==> src/rtl/slice_sequencer.sv <==
`default_nettype none
// ============================================================================
// Module   : slice_sequencer
// Purpose  : Handshake-driven slice sequencer. Walks a frame slice by slice,
//            running the header writer and NUM_COMP component encoders,
//            accumulating byte counts and issuing size patch-back writes over
//            a valid/ready queue.
// Revision : 1.0 - initial release
// ============================================================================
module slice_sequencer #(
  parameter int NUM_COMP = 3,
  parameter int Y_BLOCKS = 32,
  parameter int C_BLOCKS = 16
) (
  input  logic        clock,
  input  logic        reset_n,
  input  logic        start,
  input  logic [31:0] slice_num,
  input  logic [31:0] slice_size_table_size,
  input  logic [31:0] picture_size_offset_addr,
  input  logic [31:0] frame_size_offset_addr,
  input  logic [31:0] slice_size_offset_addr,
  input  logic [31:0] comp_size_offset_addr,
  input  logic [31:0] set_bit_total_byte_size,
  input  logic        header_done,
  input  logic        comp_done,
  output logic        header_reset_n,
  output logic        component_reset_n,
  output logic [1:0]  comp_idx,
  output logic        is_y,
  output logic [31:0] offset,
  output logic [31:0] block_num,
  output logic [31:0] slice_idx,
  output logic        busy,
  output logic        frame_done,
  output logic        patch_valid,
  input  logic        patch_ready,
  output logic [31:0] patch_addr,
  output logic [31:0] patch_val,
  output logic [31:0] patch_byte_size
);

  typedef enum logic [2:0] {
    S_IDLE      = 3'd0,
    S_HDR       = 3'd1,
    S_HDR_GAP   = 3'd2,
    S_COMP      = 3'd3,
    S_CGAP      = 3'd4,
    S_SLICE_END = 3'd5,
    S_FRAME_END = 3'd6
  } state_t;

  // Components whose size is patched; the last one is implied by the slice size.
  localparam int          NPC       = NUM_COMP - 1;
  localparam logic [1:0]  LAST_COMP = 2'(NUM_COMP - 1);
  localparam logic [31:0] Y_OFFSET  = 32'(Y_BLOCKS * 64);
  localparam logic [31:0] C_STRIDE  = 32'(C_BLOCKS * 64);
  localparam logic [2:0]  SEL_SLICE = 3'd0;
  localparam logic [2:0]  SEL_PIC   = 3'd1;
  localparam logic [2:0]  SEL_FRAME = 3'd2;
  localparam logic [2:0]  SEL_COMP0 = 3'd3;

  state_t      state, next_state;

  logic [31:0] slice_cnt, table_size, pic_addr, frm_addr;
  logic [31:0] slice_addr, comp_addr;
  logic [31:0] hdr_size, slice_acc, frame_acc;
  logic [31:0] slice_val, pic_val, frame_val;
  logic [31:0] comp_val [NPC];
  logic        pending_slice, pending_pic, pending_frame;
  logic [NPC-1:0] pending_comp;
  logic        frame_armed;
  logic [2:0]  patch_sel;

  logic        any_pending, xfer;
  logic        hdr_run, comp_run, done_now;
  logic        arb_found;
  logic [2:0]  arb_sel;
  logic [31:0] arb_addr, arb_val, arb_size;

  assign any_pending = pending_slice | pending_pic | pending_frame | (|pending_comp);
  assign xfer        = patch_valid & patch_ready;

  // State register.
  always_ff @(posedge clock or negedge reset_n) begin
    if (!reset_n) state <= S_IDLE;
    else          state <= next_state;
  end

  // Next-state logic and the state-decoded controls that get registered.
  always_comb begin
    next_state = state;
    hdr_run    = 1'b0;
    comp_run   = 1'b0;
    done_now   = 1'b0;
    case (state)
      S_IDLE: begin
        if (start) next_state = (slice_num != 32'd0) ? S_HDR : S_FRAME_END;
      end
      S_HDR: begin
        hdr_run = 1'b1;
        if (header_done) next_state = S_HDR_GAP;
      end
      S_HDR_GAP: next_state = S_COMP;
      S_COMP: begin
        comp_run = 1'b1;
        if (comp_done) next_state = S_CGAP;
      end
      S_CGAP: next_state = (comp_idx == LAST_COMP) ? S_SLICE_END : S_COMP;
      S_SLICE_END: begin
        if (!any_pending) next_state = (slice_idx + 32'd1 < slice_cnt) ? S_HDR : S_FRAME_END;
      end
      S_FRAME_END: begin
        if (frame_armed && !any_pending) begin
          done_now   = 1'b1;
          next_state = S_IDLE;
        end
      end
      default: next_state = S_IDLE;
    endcase
  end

  // Patch arbiter: fixed priority over pending flags, skipping the entry that
  // is completing this cycle so back-to-back transfers are possible.
  always_comb begin
    arb_found = 1'b0;
    arb_sel   = SEL_SLICE;
    arb_addr  = 32'd0;
    arb_val   = 32'd0;
    arb_size  = 32'd0;
    if (pending_slice && !(xfer && patch_sel == SEL_SLICE)) begin
      arb_found = 1'b1;
      arb_sel   = SEL_SLICE;
      arb_addr  = slice_addr;
      arb_val   = slice_val;
      arb_size  = 32'd2;
    end else if (pending_pic && !(xfer && patch_sel == SEL_PIC)) begin
      arb_found = 1'b1;
      arb_sel   = SEL_PIC;
      arb_addr  = pic_addr;
      arb_val   = pic_val;
      arb_size  = 32'd4;
    end else if (pending_frame && !(xfer && patch_sel == SEL_FRAME)) begin
      arb_found = 1'b1;
      arb_sel   = SEL_FRAME;
      arb_addr  = frm_addr;
      arb_val   = frame_val;
      arb_size  = 32'd4;
    end else begin
      // Walk downward so the lowest-numbered pending component wins.
      for (int k = NPC - 1; k >= 0; k--) begin
        if (pending_comp[k] && !(xfer && patch_sel == SEL_COMP0 + 3'(k))) begin
          arb_found = 1'b1;
          arb_sel   = SEL_COMP0 + 3'(k);
          arb_addr  = comp_addr + 32'(2 * k);
          arb_val   = comp_val[k];
          arb_size  = 32'd2;
        end
      end
    end
  end

  // Datapath: captured parameters, accumulators, pending flags and outputs.
  always_ff @(posedge clock or negedge reset_n) begin
    if (!reset_n) begin
      slice_cnt         <= 32'd0;
      table_size        <= 32'd0;
      pic_addr          <= 32'd0;
      frm_addr          <= 32'd0;
      slice_addr        <= 32'd0;
      comp_addr         <= 32'd0;
      hdr_size          <= 32'd0;
      slice_acc         <= 32'd0;
      frame_acc         <= 32'd0;
      slice_val         <= 32'd0;
      pic_val           <= 32'd0;
      frame_val         <= 32'd0;
      for (int k = 0; k < NPC; k++) comp_val[k] <= 32'd0;
      pending_slice     <= 1'b0;
      pending_pic       <= 1'b0;
      pending_frame     <= 1'b0;
      pending_comp      <= '0;
      frame_armed       <= 1'b0;
      header_reset_n    <= 1'b0;
      component_reset_n <= 1'b0;
      comp_idx          <= 2'd0;
      is_y              <= 1'b1;
      offset            <= 32'd0;
      block_num         <= 32'(Y_BLOCKS);
      slice_idx         <= 32'd0;
      busy              <= 1'b0;
      frame_done        <= 1'b0;
    end else begin
      header_reset_n    <= hdr_run;
      component_reset_n <= comp_run;
      frame_done        <= done_now;
      busy              <= (next_state != S_IDLE);
      case (state)
        S_IDLE: begin
          if (start) begin
            slice_cnt  <= slice_num;
            table_size <= slice_size_table_size;
            pic_addr   <= picture_size_offset_addr;
            frm_addr   <= frame_size_offset_addr;
            slice_idx  <= 32'd0;
            frame_acc  <= 32'd0;
          end
        end
        S_HDR: begin
          if (header_done) begin
            slice_addr <= slice_size_offset_addr;
            comp_addr  <= comp_size_offset_addr;
            // The first slice's header count also includes the slice table.
            hdr_size   <= (slice_idx == 32'd0) ? set_bit_total_byte_size - table_size
                                               : set_bit_total_byte_size;
          end
        end
        S_HDR_GAP: begin
          comp_idx  <= 2'd0;
          is_y      <= 1'b1;
          offset    <= 32'd0;
          block_num <= 32'(Y_BLOCKS);
          slice_acc <= hdr_size;
        end
        S_COMP: begin
          if (comp_done) begin
            slice_acc <= slice_acc + set_bit_total_byte_size;
            for (int k = 0; k < NPC; k++) begin
              if (comp_idx == 2'(k)) begin
                pending_comp[k] <= 1'b1;
                comp_val[k]     <= set_bit_total_byte_size;
              end
            end
          end
        end
        S_CGAP: begin
          if (comp_idx == LAST_COMP) begin
            pending_slice <= 1'b1;
            slice_val     <= slice_acc;
            frame_acc     <= frame_acc + slice_acc;
          end else begin
            comp_idx  <= comp_idx + 2'd1;
            is_y      <= 1'b0;
            offset    <= Y_OFFSET + {30'd0, comp_idx} * C_STRIDE;
            block_num <= 32'(C_BLOCKS);
          end
        end
        S_SLICE_END: begin
          if (!any_pending && (slice_idx + 32'd1 < slice_cnt)) slice_idx <= slice_idx + 32'd1;
        end
        S_FRAME_END: begin
          if (!frame_armed) begin
            frame_val     <= frame_acc + table_size;
            pic_val       <= frame_acc + table_size - pic_addr + 32'd1;
            pending_pic   <= 1'b1;
            pending_frame <= 1'b1;
            frame_armed   <= 1'b1;
          end else if (!any_pending) begin
            frame_armed <= 1'b0;
          end
        end
        default: ;
      endcase
      // A flag is never set while it is pending, so clearing here cannot
      // collide with a set in the same cycle.
      if (xfer) begin
        if (patch_sel == SEL_SLICE) pending_slice <= 1'b0;
        if (patch_sel == SEL_PIC)   pending_pic   <= 1'b0;
        if (patch_sel == SEL_FRAME) pending_frame <= 1'b0;
        for (int k = 0; k < NPC; k++) begin
          if (patch_sel == SEL_COMP0 + 3'(k)) pending_comp[k] <= 1'b0;
        end
      end
    end
  end

  // Patch output register: loads a new entry whenever the slot is free or
  // the current entry completes, and holds the payload under backpressure.
  always_ff @(posedge clock or negedge reset_n) begin
    if (!reset_n) begin
      patch_valid     <= 1'b0;
      patch_sel       <= SEL_SLICE;
      patch_addr      <= 32'd0;
      patch_val       <= 32'd0;
      patch_byte_size <= 32'd0;
    end else if (!patch_valid || patch_ready) begin
      patch_valid <= arb_found;
      if (arb_found) begin
        patch_sel       <= arb_sel;
        patch_addr      <= arb_addr;
        patch_val       <= arb_val;
        patch_byte_size <= arb_size;
      end
    end
  end

endmodule
`default_nettype wire

==> config.mk <==
export PLATFORM = sky130hd
export DESIGN_NAME = slice_sequencer
export DESIGN_NICKNAME = d
export VERILOG_FILES = /design/src/rtl/slice_sequencer.sv
export SDC_FILE = /design/constraint.sdc
export NUM_CORES = 2
export LEC_CHECK = 0
export BUFFER_PORTS_ARGS = -buffer_cell sky130_fd_sc_hd__buf_2
export CORE_ASPECT_RATIO = 0.5
export CORE_UTILIZATION = 40
export CTS_CLUSTER_SIZE = 14
export DETAILED_ROUTE_END_ITERATION = 7
export GPL_ROUTABILITY_DRIVEN = 0
export PLACE_DENSITY = 0.68
export SLEW_MARGIN = 20
export SYNTH_ARGS = -nofsm -noshare
export SYNTH_HDL_FRONTEND = slang
export SYNTH_SLANG_ARGS = --single-unit
==> constraint.sdc <==
create_clock -name clock -period 7.3 [get_ports clock]
set_input_delay 0.365 -clock clock [delete_from_list [all_inputs] [get_ports clock]]
set_output_delay 0.365 -clock clock [all_outputs]
set_load 0.02 [all_outputs]
# After elaboration in Yosys (flattened, before gate mapping)
# Index checks and enable logic that the tools add are counted.
[totals]
out_inout_bits = 200
elab_cells = 184
reg_bits = 660
input_bits = 230
[classes]
add_sub_neg = 10
n_bitwise = 5
n_reduce_logical = 42
order_cmp = 1
n_mux = 75
n_eq_ne = 17
[ops]
columns = ["op", "count"]
rows = [
  ["$mux W32", 21],
  ["$pmux W32 S2", 5],
  ["$add A32 B32 Y32", 3],
  ["$add A32 B1 Y32 const B", 2],
  ["$sub A32 B32 Y32", 2],
  ["$mux W3", 13],
  ["$add A32 B2 Y32 const B", 1],
  ["$logic_not A32 Y1", 1],
  ["$lt A32 B32 Y1", 1],
  ["$reduce_bool A32 Y1", 1],
  ["$mux W1", 28],
  ["$pmux W3 S7", 1],
  ["$reduce_and A2 Y1", 7],
  ["$add A12 B12 Y13 const A", 1],
  ["$eq A3 B2 Y1 const B", 4],
  ["$eq A3 B3 Y1 const B", 4],
  ["$logic_and A1 B1 Y1", 12],
  ["$reduce_and A3 Y1", 4],
  ["$mux W2", 5],
  ["$ne A2 B2 Y1 const B", 5],
  ["$reduce_bool A2 Y1", 4],
  ["$logic_not A1 Y1", 7],
  ["$eq A3 B1 Y1 const B", 2],
  ["$logic_not A3 Y1", 2],
  ["other kinds (12)", 14],
]

# Logic depth before layout (Yosys ltp)
[logic_depth]
ltp_word = 10
ltp_mapped = 27
depth_no_buf = 27

# Worst setup path after synthesis
# No wires, ideal clock.
[synth_path]
kind = "register to register"
start = "register table_size[0]"
end = "register pic_val[31]"
synth_period_minus_slack_ps = 5264
n_path_buf = 0
arrival_time_ps = 5135
required_ps = 7171
stages_incl_launch_ff = 24
slack_ps = 2036
path_cell_list = "dfrtp_1 ha_1 inv_1 fa_1 nor2b_1 o21ai_0 a2111oi_0 nor2_1 a21oi_1 a41oi_1 o21ai_0 xor2_1 ha_1 ha_1 a2111o_1 a211oi_1 a221oi_1 o21a_1 or4_1 a31o_2 a21oi_1 xnor2_1 xnor2_1 o21ai_1"
[synth_between]
elab_chain_len = 3
[synth_rtl]
columns = ["element", "line_no", "source"]
rows = [
  ["start: declaration", "65", "logic [31:0] slice_cnt, table_size, pic_addr, frm_addr;"],
  ["start signal: assignment", "202", "table_size <= slice_size_table_size;"],
  ["$add A32 B32 Y32", "254", "pic_val <= frame_acc + table_size - pic_addr + 32'd1;"],
  ["$sub A32 B32 Y32", "254", ""],
  ["$add A32 B1 Y32", "254", ""],
  ["end signal: assignment", "254", ""],
  ["end: declaration", "68", "logic [31:0] slice_val, pic_val, frame_val;"],
]
# No other way between the ends.
# A chain may end at the register's enable or synchronous reset.

# Final worst setup path
[layout_path]
start = "register table_size[1]"
end = "register pic_val[31]"
# The elaborated chain is that of the path after synthesis.

==> summary.md <==
| Metric | Value |
|---|---|
| Crit end category | `flop` |
| Total global routing overflow | `0` |
| Area Overhead vs Synth | `18.2%` |
| Clock-pin slew on the worst setup and hold paths | `roughly 70 ps` |
| Cts bufs inserted | `between 50 and 60` |
| Full die area | `about 86000 sq um` |
| Hold Crit Class | `in -> reg` |
| Final Max Tran Viols | `0` |
| Pwr dens | `468 nW/um^2` |
| Synthesized netlist cell count | `3889` |
| Asr flop ratio synth | `1.00` |
| Share of cells above drive strength 1 | `0.137` |
| List of most frequent post-synthesis cells | `869 x nand2_1, 569 x dfrtp_1, 303 x o21ai_0` |
| Fmax achieved | `161 MHz` |
| Hold slack | `18.0 ps` |
| Status | `finished, final reports clean` |
| Starting Density | `0.405` |
| Hold depth | `3` |
| Adder-cell area share of the yosys netlist | `0.0845` |
| Warnings from Yosys | `0` |
| Clock Sinks | `570` |
| Initial antenna violation count | `6` |
| Via/cell ratio | `5.55` |
| Post-synthesis sequential area ratio | `0.419` |
| Drt first pass iters | `5` |
| Largest family of logic cells by synthesized area | `compound AO/OA/AOI/OAI gates` |
| Tcrit/Tclk final | `0.852` |
| Vias | `30448` |
| Synthesized area | `between 30000 and 40000 sq um` |
| Buf+Inv Stages, Crit Path | `1` |
| Leakage dissipation | `0.0201 uW` |
| CTS HTree Levels | `2` |
| Rows | `75` |
| Total track usage | `0.250` |
| Unique masters post-synth | `84` |
| Fin Clk Skew | `between 60 and 70 ps` |
| RSZ-0062 raised after global routing | `no` |
| Largest net degree at the start of global routing | `between 150 and 200` |
| Post-synth EDFFs | `0` |
| Drt initial violations | `2808` |
| Wirelength, routed | `110000 um` |
| Setup Crit Path Kind | `reg -> reg` |
| Yosys top cell by area | `dfrtp_1` |
| Max FFs per register | `64` |
| Most common cell in the netlist | `nand2_1` |
| Max-slew headroom | `0.317` |
| Dpl cell area | `36500 sq um` |
| Crit path launch | `table_size[1]$_DFFE_PN0P_` |
| RR Endpoint | `pic_val[31]$_DFFE_PN0P_` |
| Final instance area | `40200 sq um` |
| Synth Flop Type | `dfrtp_1` |
| Endpoint, Worst Hold | `pic_addr[18]$_DFFE_PN0P_` |
| Dominant cells by area after synthesis | `dfrtp_1 42%, nand2_1 9.6%, ha_1 8.2%` |
| Dpl hpwl | `around 77000 um` |
| CTS tree | `yes` |
| Hold Vio Cnt, Final | `0` |
| CP cell instances | `inv_1 -> fa_1 -> nor2b_1 -> o21ai_0 -> a2111oi_0 -> nor2_1 -> a21oi_1 -> a41oi_1 -> o21ai_0 -> xor2_1 -> ha_1 -> ha_1 -> a2111o_1 -> a211oi_1 -> a221oi_1 -> o21a_1 -> or4_1 -> a31o_2 -> a21oi_1 -> xnor2_1 -> xnor2_1 -> o21ai_1` |
| Port Buffers | `340` |
| Ports | `430` |
| Vias in the first global route | `29944` |
| Peak VDD IR | `0.264 mV` |
| Global-route wire length before repair | `approximately 170000 um` |
| Slew of the pin with the lowest slew margin | `1020 ps` |
| Worst Min Path Start | `picture_size_offset_addr[18]` |
| Critical path arrival | `about 6700 ps` |
| Compound-Gate Fraction of Synth Area | `0.182` |
| XOR/XNOR Fraction of Synth Area | `0.0470` |
| Clock Path Buffers | `3` |
| Root Driver | `clkbuf_16` |
| # Post-CTS Setup Buffers | `0` |
| Synth top area share | `0.418` |
| Core area | `84100 sq um` |
| Crit-path leading delay family | `compound AO/OA/AOI/OAI gates` |
| Final Critical Period | `6220 ps` |
| Post-route DRC | `0` |
| Largest reg by FF count | `comp_val` |
| R2R Path Start | `table_size[1]$_DFFE_PN0P_` |
| Die Ht | `208 um` |
| TNS Setup | `0 ps` |
| Post-synthesis register bit count | `570` |
| Mapped Avg Cell Area | `8.76 sq um` |
| Critical Path RT | `7820 ps` |
| Final nets | `4780` |
| Register-to-register path setup slack | `1080 ps` |
| Crit path launch type | `flop` |
| Simple-Gate Fraction of Synth Area | `0.175` |
| Slowest stage delay, CP | `500 ps` |
| Final setup violation count | `0` |
| Die Span X | `approximately 410 um` |
| Max Cap Viol | `0` |
| Mux cell area share after synthesis | `0.0355` |
| Crit path max fanout | `6` |
| WL/cell | `20.1 um` |
| Routed Antenna Nets | `0` |
| Cells on worst reg2reg path | `22` |
| Critical Path Slowest Stage Cell | `a21oi_1` |
| Clock latency on the worst-skew pair | `680 ps` |
kinds of logic (layout without fill, tap and decap cells):
| kind of cell | Yosys count | after routing |
|---|---|---|
| simple gates | 1379 | 1379 |
| compound gates | 992 | 992 |
| flops | 570 | 570 |
| buf+inv | 427 | 814 |
| fa+ha+maj | 227 | 227 |
| xor+xnor | 182 | 182 |
| mux | 111 | 111 |
| other cells | 1 | 93 |
how the worst max path moves through the flow:
stage	to	cells after the start
finish	pic_val[31]$_DFFE_PN0P_	22
global route	pic_val[31]$_DFFE_PN0P_	23
CTS	pic_val[31]$_DFFE_PN0P_	23
detailed placement	pic_val[31]$_DFFE_PN0P_	23
global placement	pic_val[31]$_DFFE_PN0P_	23
floorplan	pic_val[31]$_DFFE_PN0P_	23
worst register-to-register path: cells and delay by family, from the launching register on:
kind | cells | cell delay, ps
AOI/OAI and AO/OA | 12 | 3170
adders and majority gates | 3 | 1120
and+or+nand+nor | 3 | 700
xor gates and xnor gates | 3 | 510
DFF | 1 | 430
buffers and inverters | 1 | 130
per-stage QoR:
step	cells	total power [uW]	util	setup WS, ps
after floorplan	3977	12600	-	2040
after global placement	5196	15200	0.434	1230
after detailed placement	5196	15500	0.434	1220
after CTS	5480	18700	0.479	1180
after global routing	5483	20200	0.479	771
final	5484	18800	0.479	1080
timing repair:
action	CTS	global route
gates resized for setup	0	0
hold buffers	186	0
endpoints found under the hold margin	291	0
power by group:
part / switching (uW) / internal [uW]
sequential: 1070 / 4510
combinational: 6190 / 4020
clock: 1370 / 1670
total: 8630 / 10200
per-layer routing:
metal / vias up / track usage / wire (um)
li1: 14200 / - / -
met1: 14754 / 0.341 / 47900
met2: 1265 / 0.400 / 49500
met3: 229 / 0.0411 / 8510
met4: 0 / 0.0934 / 4140
met5: - / 0 / 0
cell type report:
cell class              instances  area, sq um
diodes                          4         10.0
clock buffers                  73         1540
clock inverters                25          320
fillers                      7817        43800
inverters                     157          589
multi-input cells            2980        18300
flip-flops and latches        570        14300
well taps                    1116         1400
repair buffers                559         3850
cells in the final DEF, fill, tap and decap left out, types with 13 or more instances in the layout:
cell type,Yosys,layout
nand2b_1,29,29
a22o_1,44,44
dfrtp_1,569,569
o21bai_1,23,23
a221oi_1,26,26
buf_2,1,339
o21ai_0,303,303
mux2i_1,33,33
a31oi_1,50,49
xnor2_1,108,108
dlygate4sd3_1,0,186
ha_1,222,222
buf_4,90,31
o211ai_1,16,16
o21a_1,21,21
nand4_1,30,30
nor2b_1,31,30
a21oi_1,246,246
and3_1,41,40
a21o_1,117,117
nor4_1,18,18
conb_1,1,89
nand2_1,869,866
or3_1,13,13
nor2_1,168,165
inv_1,157,157
nor3_1,35,34
xor2_1,73,73
a211oi_1,23,23
clkbuf_16,0,55
nand3_1,92,90
mux2_2,78,78
o21ai_1,21,19
Power figures use the tool's default switching activity.
